## src/rtl/alarm_clock_pkg.sv

```systemverilog
// Shared alarm-clock definitions: keypad scanner states, NOKEY code and key map.
package alarm_clock_pkg;

    localparam logic [3:0] NOKEY = 4'd10;

    typedef enum logic [1:0] {
        SCAN     = 2'd0,
        DEBOUNCE = 2'd1,
        EMIT     = 2'd2,
        HOLD     = 2'd3
    } scan_state_t;

    // Rows 0..2 carry digits 1..9; row 3 is *, 0, # where only the middle key is a digit.
    function automatic logic [3:0] key_decode(input logic [1:0] r, input logic [1:0] c);
        logic [3:0] code;
        code = NOKEY;
        if (r == 2'd3) begin
            if (c == 2'd1) code = 4'd0;
        end else begin
            code = {2'b00, r} * 4'd3 + {2'b00, c} + 4'd1;
        end
        return code;
    endfunction

endpackage

```

## src/rtl/keypad_scanner_if.sv

```systemverilog
// Keypad pin and key-buffer signals; master is the scanner, slave the pins/consumer side.
interface keypad_scanner_if;
    logic [3:0] row;
    logic [2:0] col;
    logic [3:0] key;
    logic       shift;

    modport master (input row, output col, output key, output shift);
    modport slave  (output row, input col, input key, input shift);
endinterface

```

## src/rtl/keypad_scanner_key_sync.sv

```systemverilog
// Two-flop synchroniser for asynchronous pin inputs, parameterised width.
module key_sync #(
    parameter int unsigned WIDTH = 1
) (
    input  logic             clock,
    input  logic             reset,
    input  logic [WIDTH-1:0] d,
    output logic [WIDTH-1:0] q
);
    logic [WIDTH-1:0] meta;

    always_ff @(posedge clock) begin
        if (reset) begin
            meta <= '0;
            q    <= '0;
        end else begin
            meta <= d;
            q    <= meta;
        end
    end
endmodule

```

## src/rtl/keypad_scanner.sv

```systemverilog
// 4x3 keypad scanner: column scan, row debounce, one shift pulse per digit press.
module keypad_scanner
    import alarm_clock_pkg::*;
#(
    parameter int unsigned SCAN_DWELL      = 4,
    parameter int unsigned DEBOUNCE_CYCLES = 4
) (
    input  logic                clock,
    input  logic                reset,
    keypad_scanner_if.master    pad
);
    localparam int unsigned DW = $clog2(SCAN_DWELL);
    localparam int unsigned CW = $clog2(DEBOUNCE_CYCLES + 1);
    localparam logic [DW-1:0] DWELL_LAST = DW'(SCAN_DWELL - 1);
    localparam logic [CW-1:0] DB_LAST    = CW'(DEBOUNCE_CYCLES - 1);
    localparam logic [CW-1:0] DB_FULL    = CW'(DEBOUNCE_CYCLES);

    logic [3:0] row_s;

    key_sync #(.WIDTH(4)) u_row_sync (
        .clock (clock),
        .reset (reset),
        .d     (pad.row),
        .q     (row_s)
    );

    scan_state_t   state_q, state_d;
    logic [2:0]    col_q, col_d;
    logic [DW-1:0] dwell_q, dwell_d;
    logic [CW-1:0] cnt_q, cnt_d;
    logic [3:0]    cap_row_q, cap_row_d;
    logic [3:0]    code_q, code_d;
    logic [3:0]    key_q, key_d;
    logic          shift_q, shift_d;
    logic [1:0]    row_idx, col_idx;
    logic [2:0]    col_next;

    always_comb begin
        row_idx = 2'd0;
        for (int unsigned i = 0; i < 4; i++) begin
            if (row_s[i]) row_idx = 2'(i);
        end
        col_idx  = col_q[1] ? 2'd1 : (col_q[2] ? 2'd2 : 2'd0);
        col_next = {col_q[1:0], col_q[2]};
    end

    always_ff @(posedge clock) begin
        if (reset) begin
            state_q   <= SCAN;
            col_q     <= 3'b001;
            dwell_q   <= '0;
            cnt_q     <= '0;
            cap_row_q <= '0;
            code_q    <= NOKEY;
            key_q     <= NOKEY;
            shift_q   <= 1'b0;
        end else begin
            state_q   <= state_d;
            col_q     <= col_d;
            dwell_q   <= dwell_d;
            cnt_q     <= cnt_d;
            cap_row_q <= cap_row_d;
            code_q    <= code_d;
            key_q     <= key_d;
            shift_q   <= shift_d;
        end
    end

    always_comb begin
        state_d   = state_q;
        col_d     = col_q;
        dwell_d   = dwell_q;
        cnt_d     = cnt_q;
        cap_row_d = cap_row_q;
        code_d    = code_q;

        unique case (state_q)
            SCAN: begin
                if (dwell_q == DWELL_LAST) begin
                    dwell_d = '0;
                    if ((row_s != '0) && $onehot(row_s)) begin
                        cap_row_d = row_s;
                        code_d    = key_decode(row_idx, col_idx);
                        cnt_d     = CW'(1);
                        state_d   = DEBOUNCE;
                    end else begin
                        col_d = col_next;
                    end
                end else begin
                    dwell_d = dwell_q + 1'b1;
                end
            end
            DEBOUNCE: begin
                if (row_s == cap_row_q) begin
                    if (cnt_q >= DB_LAST) begin
                        cnt_d   = DB_FULL;
                        state_d = EMIT;
                    end else begin
                        cnt_d = cnt_q + 1'b1;
                    end
                end else begin
                    state_d = SCAN;
                    col_d   = col_next;
                    dwell_d = '0;
                    cnt_d   = '0;
                end
            end
            EMIT: begin
                state_d = HOLD;
                cnt_d   = '0;
            end
            HOLD: begin
                // The counter tracks consecutive clean zero samples of the release.
                if (row_s == '0) begin
                    if (cnt_q >= DB_LAST) begin
                        state_d = SCAN;
                        col_d   = 3'b001;
                        dwell_d = '0;
                        cnt_d   = '0;
                    end else begin
                        cnt_d = cnt_q + 1'b1;
                    end
                end else begin
                    cnt_d = '0;
                end
            end
        endcase

        // Outputs are registered against the next state so they line up with it.
        key_d   = ((state_d == EMIT) || (state_d == HOLD)) ? code_d : NOKEY;
        shift_d = (state_d == EMIT) && (code_d != NOKEY);
    end

    assign pad.col   = col_q;
    assign pad.key   = key_q;
    assign pad.shift = shift_q;

endmodule

```

## src/flat_wrapper.sv

```systemverilog
// flat-port wrapper written by rule: the top's interface ports become plain ports
module keypad_scanner_flat import alarm_clock_pkg::*;
#(
    parameter int unsigned SCAN_DWELL      = 4,
    parameter int unsigned DEBOUNCE_CYCLES = 4
)
  (clock, reset, pad_row, pad_col, pad_key, pad_shift);
  keypad_scanner_if pad_i ();
  input  logic clock;
  input  logic reset;
  input wire logic [$bits(pad_i.row)-1:0] pad_row;
  output wire logic [$bits(pad_i.col)-1:0] pad_col;
  output wire logic [$bits(pad_i.key)-1:0] pad_key;
  output wire logic [$bits(pad_i.shift)-1:0] pad_shift;
  assign pad_i.row = pad_row;
  assign pad_col = pad_i.col;
  assign pad_key = pad_i.key;
  assign pad_shift = pad_i.shift;
  keypad_scanner #(.SCAN_DWELL(SCAN_DWELL), .DEBOUNCE_CYCLES(DEBOUNCE_CYCLES)) u_core (.clock(clock), .reset(reset), .pad(pad_i));
endmodule
```

## config.mk

```make
export PLATFORM = sky130hd
export DESIGN_NAME = keypad_scanner_flat
export DESIGN_NICKNAME = d
export VERILOG_FILES = /design/src/rtl/alarm_clock_pkg.sv /design/src/rtl/keypad_scanner_if.sv /design/src/rtl/keypad_scanner_key_sync.sv /design/src/rtl/keypad_scanner.sv /design/src/flat_wrapper.sv
export SDC_FILE = /design/constraint.sdc
export NUM_CORES = 1
export LEC_CHECK = 0
export CAP_MARGIN = 20
export CORE_ASPECT_RATIO = 0.5
export CORE_MARGIN = 2
export CORE_UTILIZATION = 55
export DETAILED_ROUTE_END_ITERATION = 16
export PLACE_DENSITY = 0.85
export SYNTH_ARGS = -nofsm -noshare
export SYNTH_HDL_FRONTEND = slang
export SYNTH_SLANG_ARGS = --single-unit
```

## constraint.sdc

```tcl
create_clock -name clock -period 6.95 [get_ports clock]
set_input_delay 1.39 -clock clock [delete_from_list [all_inputs] [get_ports clock]]
set_output_delay 1.39 -clock clock [all_outputs]
set_load 0.01 [all_outputs]
```

# Word level (Yosys, flattened, before mapping)

Index checks and enable logic that the tools add are counted.

Logic and storage cells: 84
Bits of input ports: 6
Bits in registers: 31
Output and inout port bits: 8

$lt $le $gt $ge: 1
Multiplexer cells: 35
$mul: 1
Bitwise operators: 1
Reductions and logical operators: 12
Eq/ne operators: 17
Add/subtract/negate cells: 7

Operators with widths:

| operator            | number |
|---|---|
| $mux 3              | 11 |
| $mux 2              | 14 |
| $mux 4              | 5 |
| $eq 2x2->1 const B  | 6 |
| $pmux 3 s4          | 1 |
| $pmux 3 s3          | 1 |
| $ne 2x1->1 const B  | 4 |
| $pmux 2 s4          | 1 |
| $pmux 2 s3          | 1 |
| $reduce_and 6->1    | 1 |
| $add 1x1->2         | 2 |
| $add 4x1->4 const B | 1 |
| $add 4x2->4         | 1 |
| $eq 2x1->1 const B  | 2 |
| $eq 4x4->1          | 1 |
| $logic_not 4->1     | 1 |
| $mul 2x2->4 const B | 1 |
| $ne 2x2->1 const B  | 2 |
| $ne 4x4->1 const B  | 1 |
| $reduce_and 4->1    | 1 |
| $reduce_bool 4->1   | 1 |
| $add 3x1->3 const B | 1 |
| $add 3x3->3         | 1 |
| $eq 3x1->1 const B  | 1 |
| other kinds (11)    | 12 |

# Longest topological paths before layout

Gate-level depths: netlist of the first run.

Word-level depth: 12
Gate-level depth with buffers: 11
Depth with buffers taken out: 10

# Modules after synthesis

Synthesis of the first run repeated with hierarchy kept, for this count alone.

Cells, all modules: 167
Area, all modules: 1522.7 sq um

By module, submodules not included:

| module         | cells an instance | instances | area an instance (sq um) | seq. area each (sq um) |
|---|---|---|---|---|
| keypad_scanner | 151               | 1         | 1312.5                   | 460.4 |
| key_sync       | 16                | 1         | 210.2                    | 160.2 |

# Worst setup path after synthesis of the first run

Ideal clock, no wire load.

Path kind: reg-to-reg
Start point: register u_core.u_row_sync.q[1]
End point: register u_core.key_q[3], in the netlist u_core.pad.key[3]
Required time: 6831 ps
Slack: 4496 ps
Path buffers: 0
Arrival time: 2335 ps
Clock period less this slack: 2454 ps
Cell stages (with the launch flop): 10
Library setup time: 119 ps
Cells stage by stage: dfxtp_1 inv_1 o21ai_0 fa_1 ha_1 a21o_1 a211oi_1 a211oi_1 a211o_1 nand2b_1

Word-level cells in the longest chain between the ends: 11
Elaborated cells on any way between the ends: 28
Those cells by class: add/sub: 4; mul: 1; eq/ne: 5; mux: 12; bitwise: 1; reduce/logical: 5

Ends and longest elaborated chain:

| item                                                                 | line                          | text |
|---|---|---|
| start: declaration                                                   | keypad_scanner_key_sync.sv:8  | `output logic [WIDTH-1:0] q` |
| start signal: assignment                                             | keypad_scanner_key_sync.sv:18 | `q <= meta;` |
| parallel branches: the longest is 11 deep, another holds $mul 2x2->4 | n/a                           |  |
| end signal: assignment                                               | keypad_scanner.sv:64          | `key_q <= key_d;` |
| end: declaration                                                     | keypad_scanner.sv:33          | `logic [3:0] key_q, key_d;` |

Several ways; the timed one is not identified.
A chain may end at the register's enable or synchronous reset.

==> flow_summary.yaml, run 1 <==
timing:
  fin_skew_ps: 2.627
  finalMaxSlewViolations: 0
  worstMarginPinSlew_ps: 1015
  hold_violations: 0
  relSlewSlack_pct: 32.11
  finalSetupTns_ps: 0
  setup_violations: 0
  rsz0062_at_grt: "false"
  min_period_ps: 3091
  finalCritPeriodShare_pct: 44.47
  max_freq_mhz: 323.5
die:
  start_util_pct: 57.88
  die_width_um: 78.02
  num_rows: 13
  die_area_um2: 3199
  die_h_um: 41.01
  core_area_um2: 2603
  ios: 14
global_routing:
  grt_pass1_vias: 977
  grt_max_degree: 30
  track_usage_pct: 18.43
  gr-total-overflow: 0
  antenna_found_initial: 0
  grt_pass1_wl_um: 4202
finish:
  nets: 195
  finalNonFillerCells: 211
  n_fill_cell: 215
  n_antenna_cell: 0
  fin_util_pct: 67.36
  syn2layout_area_growth_pct: 16.36
  multi_input_area_um2: 803.3
  drive_above_1_share_pct: 8.046
  seqCellArea_um2: 620.6
placement:
  gp_congestion: 0.8762
  port_buffers: 13
  placed_cells: 203
  hpwl_um: 1854
detailed_routing:
  finalWirelength_um: 2609
  drcViolationCount: 0
  viasPerCell: 5.445
  drt_iter0_drc: 79
  ant_nets: 0
  post_drt_wl_per_cell_um: 12.36
  vias: 1149
  first_pass_iters: 4
clocking:
  h-tree-depth: 2
  cts-root-buf: "clkbuf_8"
  cts_resized: 0
  clk_latency_ps: 280
  holdBufCountCts: 0
  clock-sinks: 31
  path_clk_slew_ps: 60
  cts_made_buffers: 5
  clockBufferDepth: 2
  tritoncts: "yes"
  postCtsSetupBuffers: 0
pwr:
  seq_power_share_pct: 49.6
  clockPowerShare_pct: 40.5
  peakVddDrop_uv: 141.2
  p_sw_share_pct: 22.88
  p_int_w: 0.0002916
  power_density_nw_per_um2: 215.7
  p_switching_w: 0.00008649
  leakagePower_nw: 0.6980
  comb_power_share_pct: 10.0
logic_synthesis:
  synthDistinctLibCells: 40
  netlist_top_cells_area: "dfxtp_1 (41%), ha_1 (11%), nor2b_1 (4.2%), fa_1 (4.0%), nand2_1 (4.0%)"
  ys_seq_area_share_pct: 41.20
  synth_top_area_cell: "dfxtp_1"
  synth_edf_count: 0
  ys_seq_elements: 31
  ys_async_sr_fraction_pct: 0
  netlist_instances: 158
  ys.flop_type: "dfxtp_1"
  syn_nets: 180
  syn_area_per_cell_um2: 9.534
  synth_area_um2: 1506
  synth_top_area_share_pct: 41.20
  ys_warn_count: 0
  synth.most_common_cell: "dfxtp_1"
  synth_common_cells: "dfxtp_1 (31), nand2_1 (16), inv_1 (14)"
critical_path:
  critical_path.max_fanout: 29
  arrival_ps: 3260
  cp.required_ps: 7120
  endpoint_kind: "register"
  critical_path_class: "primary input to register"
  worst_setup_path_start_kind: "primary input"
worst_hold_path:
  hp-class: "register to register"
flow_run:
  maxCapViolations: 0
outcome:
  outcome: "finished, final reports clean"
critical path, stage by stage:
cell and delay, ps:
clkdlybuf4s50_1 930, or4_4 760, o32a_1 180
sequential cells by signal, summed over array words and instances, names as in the netlist:
register and flops:
u_core.cap_row_q 4, u_core.cnt_q 3, u_core.code_q 4, u_core.dwell_q 2
u_core.pad.col 3, u_core.pad.key 4, u_core.pad.shift 1, u_core.state_q 2
u_core.u_row_sync.meta 4, u_core.u_row_sync.q 4
kinds of logic after synthesis:
kind of cell	count (synthesis)	share of synthesized area, %
AND/OR/NAND/NOR	54	20.18
AO/OA/AOI/OAI	33	15.45
flip-flops	31	41.20
buffers and inverters	19	5.482
adder cells (fa/ha/maj)	16	14.78
XOR/XNOR	5	2.907
cell type report:
type | count | area share, %
multi-input combinational | 108 | 45.82
sequential | 31 | 35.40
timing repair buffer | 13 | 7.423
clock buffer | 8 | 5.710
inverter | 14 | 2.998
tap | 37 | 2.641
path summary, 6_finish.rpt:
check | slack [ps] | depth (start not counted) | to | from
min reg2reg | 430 | 1 | u_core.u_row_sync.q[1]$_SDFF_PP0_ | u_core.u_row_sync.meta[1]$_SDFF_PP0_
min | 430 | 1 | u_core.u_row_sync.q[1]$_SDFF_PP0_ | u_core.u_row_sync.meta[1]$_SDFF_PP0_
max | 3860 | 3 | u_core.pad.col[0]$_SDFFE_PP1P_ | reset
max reg2reg | 4070 | 10 | u_core.pad.key[2]$_SDFF_PP0_ | u_core.u_row_sync.q[2]$_SDFF_PP0_
routing by layer:
layer	vias up	global-route usage (%)	part of all wire, %
met1	521	22.36	48
met5	-	0	0
met2	43	29.09	42
li1	577	-	-
met3	8	6.608	7.7
met4	0	12.28	2.1
power groups by stage:
| stage | Combinational [W] | Clock [W] | Sequential, W |
|---|---|---|---|
| 2_1_floorplan | 0.0000262 | 0 | 0.000191 |
| 3_3_place_gp | 0.0000346 | 0 | 0.000191 |
| 3_5_place_dp | 0.0000372 | 0 | 0.000191 |
| 4_1_cts | 0.0000377 | 0.000157 | 0.000187 |
| 5_1_grt | 0.0000425 | 0.000163 | 0.000188 |
| 6_report | 0.0000377 | 0.000153 | 0.000187 |
cells in the final DEF (no fill, tap or decap), types with 2 or more instances in the layout:
master / Yosys / final
nand2b_1: 2 / 2
inv_1: 14 / 14
nand4_1: 2 / 2
a21oi_1: 10 / 10
a211oi_1: 5 / 5
o21ai_0: 3 / 3
nand3b_1: 4 / 4
o21ai_2: 2 / 2
fa_1: 3 / 3
nand3_1: 3 / 3
a21o_1: 2 / 2
nand2_1: 16 / 16
and2_1: 2 / 2
dfxtp_1: 31 / 31
nor2_1: 5 / 5
ha_1: 13 / 13
a211o_1: 3 / 3
nor2b_1: 10 / 10
clkdlybuf4s50_1: 0 / 13
o32ai_1: 2 / 2
clkbuf_8: 0 / 7
xnor2_1: 4 / 4
per-stage QoR:
stage	power [W]	hold WS, ps	area [um^2]	worst slack [ps]
global placement	0.0002256	416.4	1653	3571
detailed placement	0.0002285	428.1	1653	3546
floorplan	0.0002170	413.8	1506	4496
global route	0.0003934	458.6	1753	3744
CTS	0.0003818	442.4	1753	3836
finish	0.0003781	434.9	1753	3859
Power figures use the tool's default switching activity.
==> inputs of run 2 (changes only) <==
- CORE_UTILIZATION: 55 -> 50
- PLACE_DENSITY: 0.85 -> 0.82
- clock period: 6.95 -> 2.5 ns (I/O delays scaled with it)
==> run 2 against run 1 <==
  * Sequential share of layout area fell by 1.7 points
  * Largest power group unchanged
  * Cell area up 5.8%
  * Global-route usage about the same
  * Register-to-register slack got worse by 4000 ps
  * Clock power grew 140%
  * Critical path type is now register to register
  * Final cell count up 5.7%
  * Wire length rose by 7.3%
  * Count of clock-buffer cells in the layout fell by 1
  * Die area up 9.2%
==> flow_summary.yaml, run 2 (synthesis gave the netlist of run 1 again) <==
placement:
  dp_slack_ps: 1.229
  hpwl_um: 2077
  port_buffers: 13
  dpl-instance-area_um2: 1717
  gp_congestion: 0.8877
global_routing:
  gr-total-overflow: 0
  grt_max_degree: 29
  grt_pass1_vias: 1122
  antenna_found_initial: 0
  grt_pass1_wl_um: 4712
  track_usage_pct: 18.48
timing:
  finalCritPeriodShare_pct: 97.23
  whs_ps: 435.9
  setup_violations: 0
  finalSetupTns_ps: 0
  fin_skew_ps: 5.478
  max_freq_mhz: 411.4
  hold_violations: 0
  worst_slack_ps: 69.13
  min_period_ps: 2431
  relSlewSlack_pct: 75.07
  worstMarginPinSlew_ps: 373.5
  finalMaxSlewViolations: 0
critical_path:
  slowest_delay_ps: 570
  cp_slowest_cell: "fa_1"
  critical_path.max_fanout: 3
  cp_common_cell: "inv_2"
  endpoint_kind: "register"
  crit-reg2reg-launch: "u_core.u_row_sync.q[2]$_SDFF_PP0_"
  arrival_ps: 2600
  r2r_end: "u_core.pad.key[1]$_SDFF_PP1_"
  r2r_cells: 10
  cp.required_ps: 2670
  critical_path_class: "register to register"
  worst_setup_path_start_kind: "register"
  path_cells: "inv_2, ha_1, inv_2, fa_1, inv_1, fa_2, nor2b_4, a211oi_2, a211o_1, nand2b_1"
  r2r_setup_slack_ps: 70
pwr:
  finalPower_w: 0.001013
  peakVddDrop_uv: 314.8
  power_density_nw_per_um2: 546.3
  leakagePower_nw: 0.7469
clocking:
  path_clk_slew_ps: 60
  clockBufferDepth: 2
  tritoncts: "yes"
  clk_latency_ps: 280
  cts-root-buf: "clkbuf_8"
  h-tree-depth: 2
  cts_made_buffers: 5
  clock-sinks: 31
finish:
  seqCellArea_um2: 625.6
  nets: 204
  n_antenna_cell: 0
  drive_above_1_share_pct: 19.67
  mostFrequentLayoutCell: "dfxtp_1"
  multi_input_area_um2: 843.3
  final_cell_area_um2: 1854
  syn2layout_area_growth_pct: 23.09
  final_cell_mix: "dfxtp_1 (27), nand2_1 (16), ha_1 (13), clkdlybuf4s50_1 (13), inv_1 (11)"
  n_fill_cell: 237
worst_hold_path:
  worstHoldStart: "u_core.u_row_sync.meta[3]$_SDFF_PP0_"
  whs_endpoint: "u_core.u_row_sync.q[3]$_SDFF_PP0_"
  whs_path_depth: 1
  hp-class: "register to register"
detailed_routing:
  first_pass_iters: 4
  ant_nets: 0
  drcViolationCount: 0
  viasPerCell: 5.215
  vias: 1163
  post_drt_wl_per_cell_um: 12.56
  finalWirelength_um: 2800
  drt_iter0_drc: 29
die:
  die_h_um: 42.82
  start_util_pct: 51.19
  core_area_um2: 2943
  die_width_um: 81.63
  die_area_um2: 3495
  num_rows: 14
  ios: 14
outcome:
  outcome: "finished, final reports clean"
flow_run:
  maxCapViolations: 0
==> run 2: cell types whose count changed in the layout (fill, tap and decap cells not counted), sizes merged <==
cell    delta
buf        +9
clkinv     +1
clkbuf     -1
==> run 2: where the power goes <==
group	total [W]	switching (W)	internal [W]
logic	0.000128	0.0000634	0.0000647
clock network	0.000364	0.000170	0.000195
registers	0.000521	0.0000106	0.000510
total	0.00101	0.000244	0.000769
==> run 2: what timing repair did <==
action	4_1_cts	5_1_grt
hold buffers	0	0
pin swaps	0	3
gates resized for setup	1	17
setup endpoints to repair	2	6
buffers inserted	0	1
==> run 2: layer usage <==
layer  share of wire, %  routed length (um)  global-route usage [%]
met5                  0                   0                       0
met2                 45                1269                   29.51
met1                 46                1301                   22.21
met4                3.0                  85                   9.333
met3                5.1                 144                   6.383
==> run 2: layout make-up <==
| type | count | area share (%) |
|---|---|---|
| sequential | 31 | 33.74 |
| timing repair buffer | 22 | 10.86 |
| multi-input combinational | 108 | 45.48 |
| inverter | 14 | 2.834 |
| clock inverter | 1 | 0.2699 |
| tap | 40 | 2.699 |
| clock buffer | 7 | 4.116 |
==> run 2: worst max-delay path by stage <==
stage	startpoint	endpoint	slack, ps	cells after the start
after global routing	u_core.u_row_sync.q[3]$_SDFF_PP0_	u_core.pad.key[1]$_SDFF_PP1_	-4	10
after detailed placement	u_core.u_row_sync.q[2]$_SDFF_PP0_	u_core.pad.key[3]$_SDFF_PP1_	1	10
after CTS	u_core.u_row_sync.q[3]$_SDFF_PP0_	u_core.pad.key[2]$_SDFF_PP0_	-6	10
after floorplan	u_core.u_row_sync.q[1]$_SDFF_PP0_	u_core.pad.key[3]$_SDFF_PP1_	50	9
after global placement	u_core.u_row_sync.q[2]$_SDFF_PP0_	u_core.pad.key[3]$_SDFF_PP1_	80	10
final	u_core.u_row_sync.q[2]$_SDFF_PP0_	u_core.pad.key[1]$_SDFF_PP1_	70	10
==> run 2: per-stage QoR <==
step | cells | util [%]
after floorplan | 158 | -
after global placement | 214 | 58.33
after detailed placement | 214 | 58.33
after CTS | 222 | 61.27
after global routing | 223 | 63.01
final | 223 | 63.01
==> run 2: worst max-delay path: cells and delay by family (launching register included) <==
kind | cells | cell delay (ps)
adder cells (fa/ha/maj) | 3 | 1250
AND/OR/NAND/NOR | 2 | 270
flip-flops | 1 | 330
AO/OA/AOI/OAI | 2 | 290
buffers and inverters | 3 | 190
==> inputs of run 3 (changes only) <==
- PLACE_DENSITY: 0.82 -> 0.83
==> run 3 against run 2 <==
  * Cell area up 2.9%
  * Final cell count up 0.45%
  * Utilization increased by 1.8 points
  * Worst setup slack improved by 16 ps
  * Non-clock buffer count grew 1
  * Via count is 1.1% higher
  * Die area stayed put
  * First-iteration DRC count grew 72%
  * Flip-flop and latch count unchanged
  * Largest cell class unchanged
  * Largest power group unchanged
==> flow_summary.yaml, run 3 (synthesis gave the netlist of run 1 again) <==
global_routing:
  gr-total-overflow: 0
  grt_max_degree: 29
  track_usage_pct: 18.04
  grt_pass1_wl_um: 4574
  antenna_found_initial: 0
  grt_pass1_vias: 1052
clocking:
  h-tree-depth: 2
  clk_latency_ps: 280
  clockBufferDepth: 2
  cts_made_buffers: 5
  path_clk_slew_ps: 60
  clock-sinks: 31
  cts-root-buf: "clkbuf_8"
  tritoncts: "yes"
  holdBufCountCts: 0
critical_path:
  endpoint_kind: "register"
  critical_path_class: "register to register"
  worst_setup_path_start_kind: "register"
  r2r_setup_slack_ps: 90
  cp.required_ps: 2730
  arrival_ps: 2650
  critical_path.max_fanout: 3
finish:
  multi_input_area_um2: 885.9
  n_fill_cell: 233
  n_antenna_cell: 0
  fin_util_pct: 64.84
  seqCellArea_um2: 628.1
  drive_above_1_share_pct: 21.74
  nets: 205
  syn2layout_area_growth_pct: 26.66
  mostFrequentLayoutCell: "dfxtp_1"
  final_cell_mix: "dfxtp_1 (27), nand2_1 (16), clkdlybuf4s50_1 (13)"
worst_hold_path:
  hp-class: "register to register"
placement:
  port_buffers: 13
  hpwl_um: 1947
  gp_congestion: 0.8980
detailed_routing:
  ant_nets: 0
  drcViolationCount: 0
  post_drt_wl_per_cell_um: 13.00
  drt_iter0_drc: 50
  first_pass_iters: 4
  vias: 1176
  finalWirelength_um: 2912
  viasPerCell: 5.250
die:
  start_util_pct: 51.19
  die_h_um: 42.82
  die_area_um2: 3495
  ios: 14
  core_area_um2: 2943
  die_width_um: 81.63
  num_rows: 14
timing:
  relSlewSlack_pct: 74.63
  finalMaxSlewViolations: 0
  worstMarginPinSlew_ps: 379.9
  finalCritPeriodShare_pct: 96.59
  min_period_ps: 2415
  finalSetupTns_ps: 0
  max_freq_mhz: 414.1
  hold_violations: 0
  setup_violations: 0
  fin_skew_ps: 4.865
outcome:
  outcome: "finished, final reports clean"
pwr:
  peakVddDrop_uv: 288.9
  leakagePower_nw: 0.7472
  power_density_nw_per_um2: 536.5
flow_run:
  maxCapViolations: 0
[run 3: cell type report]
cell class,count,area share [%]
clock buffers,7,4.000
clock inverters,1,0.2623
inverters,14,3.016
multi-input cells,108,46.43
flip-flops and latches,31,32.92
well taps,40,2.623
repair buffers,23,10.75
[run 3: stage by stage]
| stage | instance area [um^2] | cells | power [W] | hold WS (ps) | setup slack (ps) |
|---|---|---|---|---|---|
| 5_1_grt | 1908 | 224 | 0.001075 | 446.0 | -2.298 |
| 3_3_place_gp | 1717 | 214 | 0.0006341 | 416.6 | 80.18 |
| 2_1_floorplan | 1506 | 158 | 0.0006032 | 413.8 | 46.33 |
| 6_report | 1908 | 224 | 0.001024 | 434.7 | 85.35 |
| 3_5_place_dp | 1717 | 214 | 0.0006401 | 420.4 | -15.49 |
| 4_1_cts | 1800 | 222 | 0.001015 | 434.9 | 2.672 |
[run 3: where the power goes]
part | switching [W] | internal (W)
combinational | 0.0000635 | 0.0000654
clock | 0.000180 | 0.000195
sequential | 0.0000112 | 0.000509
[run 3: path summary, 6_finish.rpt]
kind / startpoint / endpoint / depth (start not counted)
hold reg to reg: u_core.u_row_sync.meta[2]$_SDFF_PP0_ / u_core.u_row_sync.q[2]$_SDFF_PP0_ / 1
hold / removal: u_core.u_row_sync.meta[2]$_SDFF_PP0_ / u_core.u_row_sync.q[2]$_SDFF_PP0_ / 1
setup / recovery: u_core.u_row_sync.q[3]$_SDFF_PP0_ / u_core.pad.key[2]$_SDFF_PP0_ / 10
setup reg to reg: u_core.u_row_sync.q[3]$_SDFF_PP0_ / u_core.pad.key[2]$_SDFF_PP0_ / 10
[run 3: repair_timing]
item,CTS,global route
gates resized for setup,1,24
buffers inserted,0,2
pin swaps,1,7
endpoints found under the setup margin,1,5
[run 3: worst max-delay path, cell delays in order (launching register included)]
cell and delay (ps):
dfxtp_2 330, inv_4 70, o21ai_1 70, buf_4 150, fa_1 500, inv_1 60, fa_2 340, xor2_1 160
or3_4 390, a21oi_4 160, and2_4 150
[run 3: metal layers]
layer  GRT usage (%)  vias up  routed length (um)  share of wire (%)
met1           22.91      545                1333                 46
li1                -      594                   -                  -
met2           26.07       32                1374                 47
met3           7.021        5                 154                5.3
met5               0        -                   0                  0
met4           10.33        0                  50                1.7
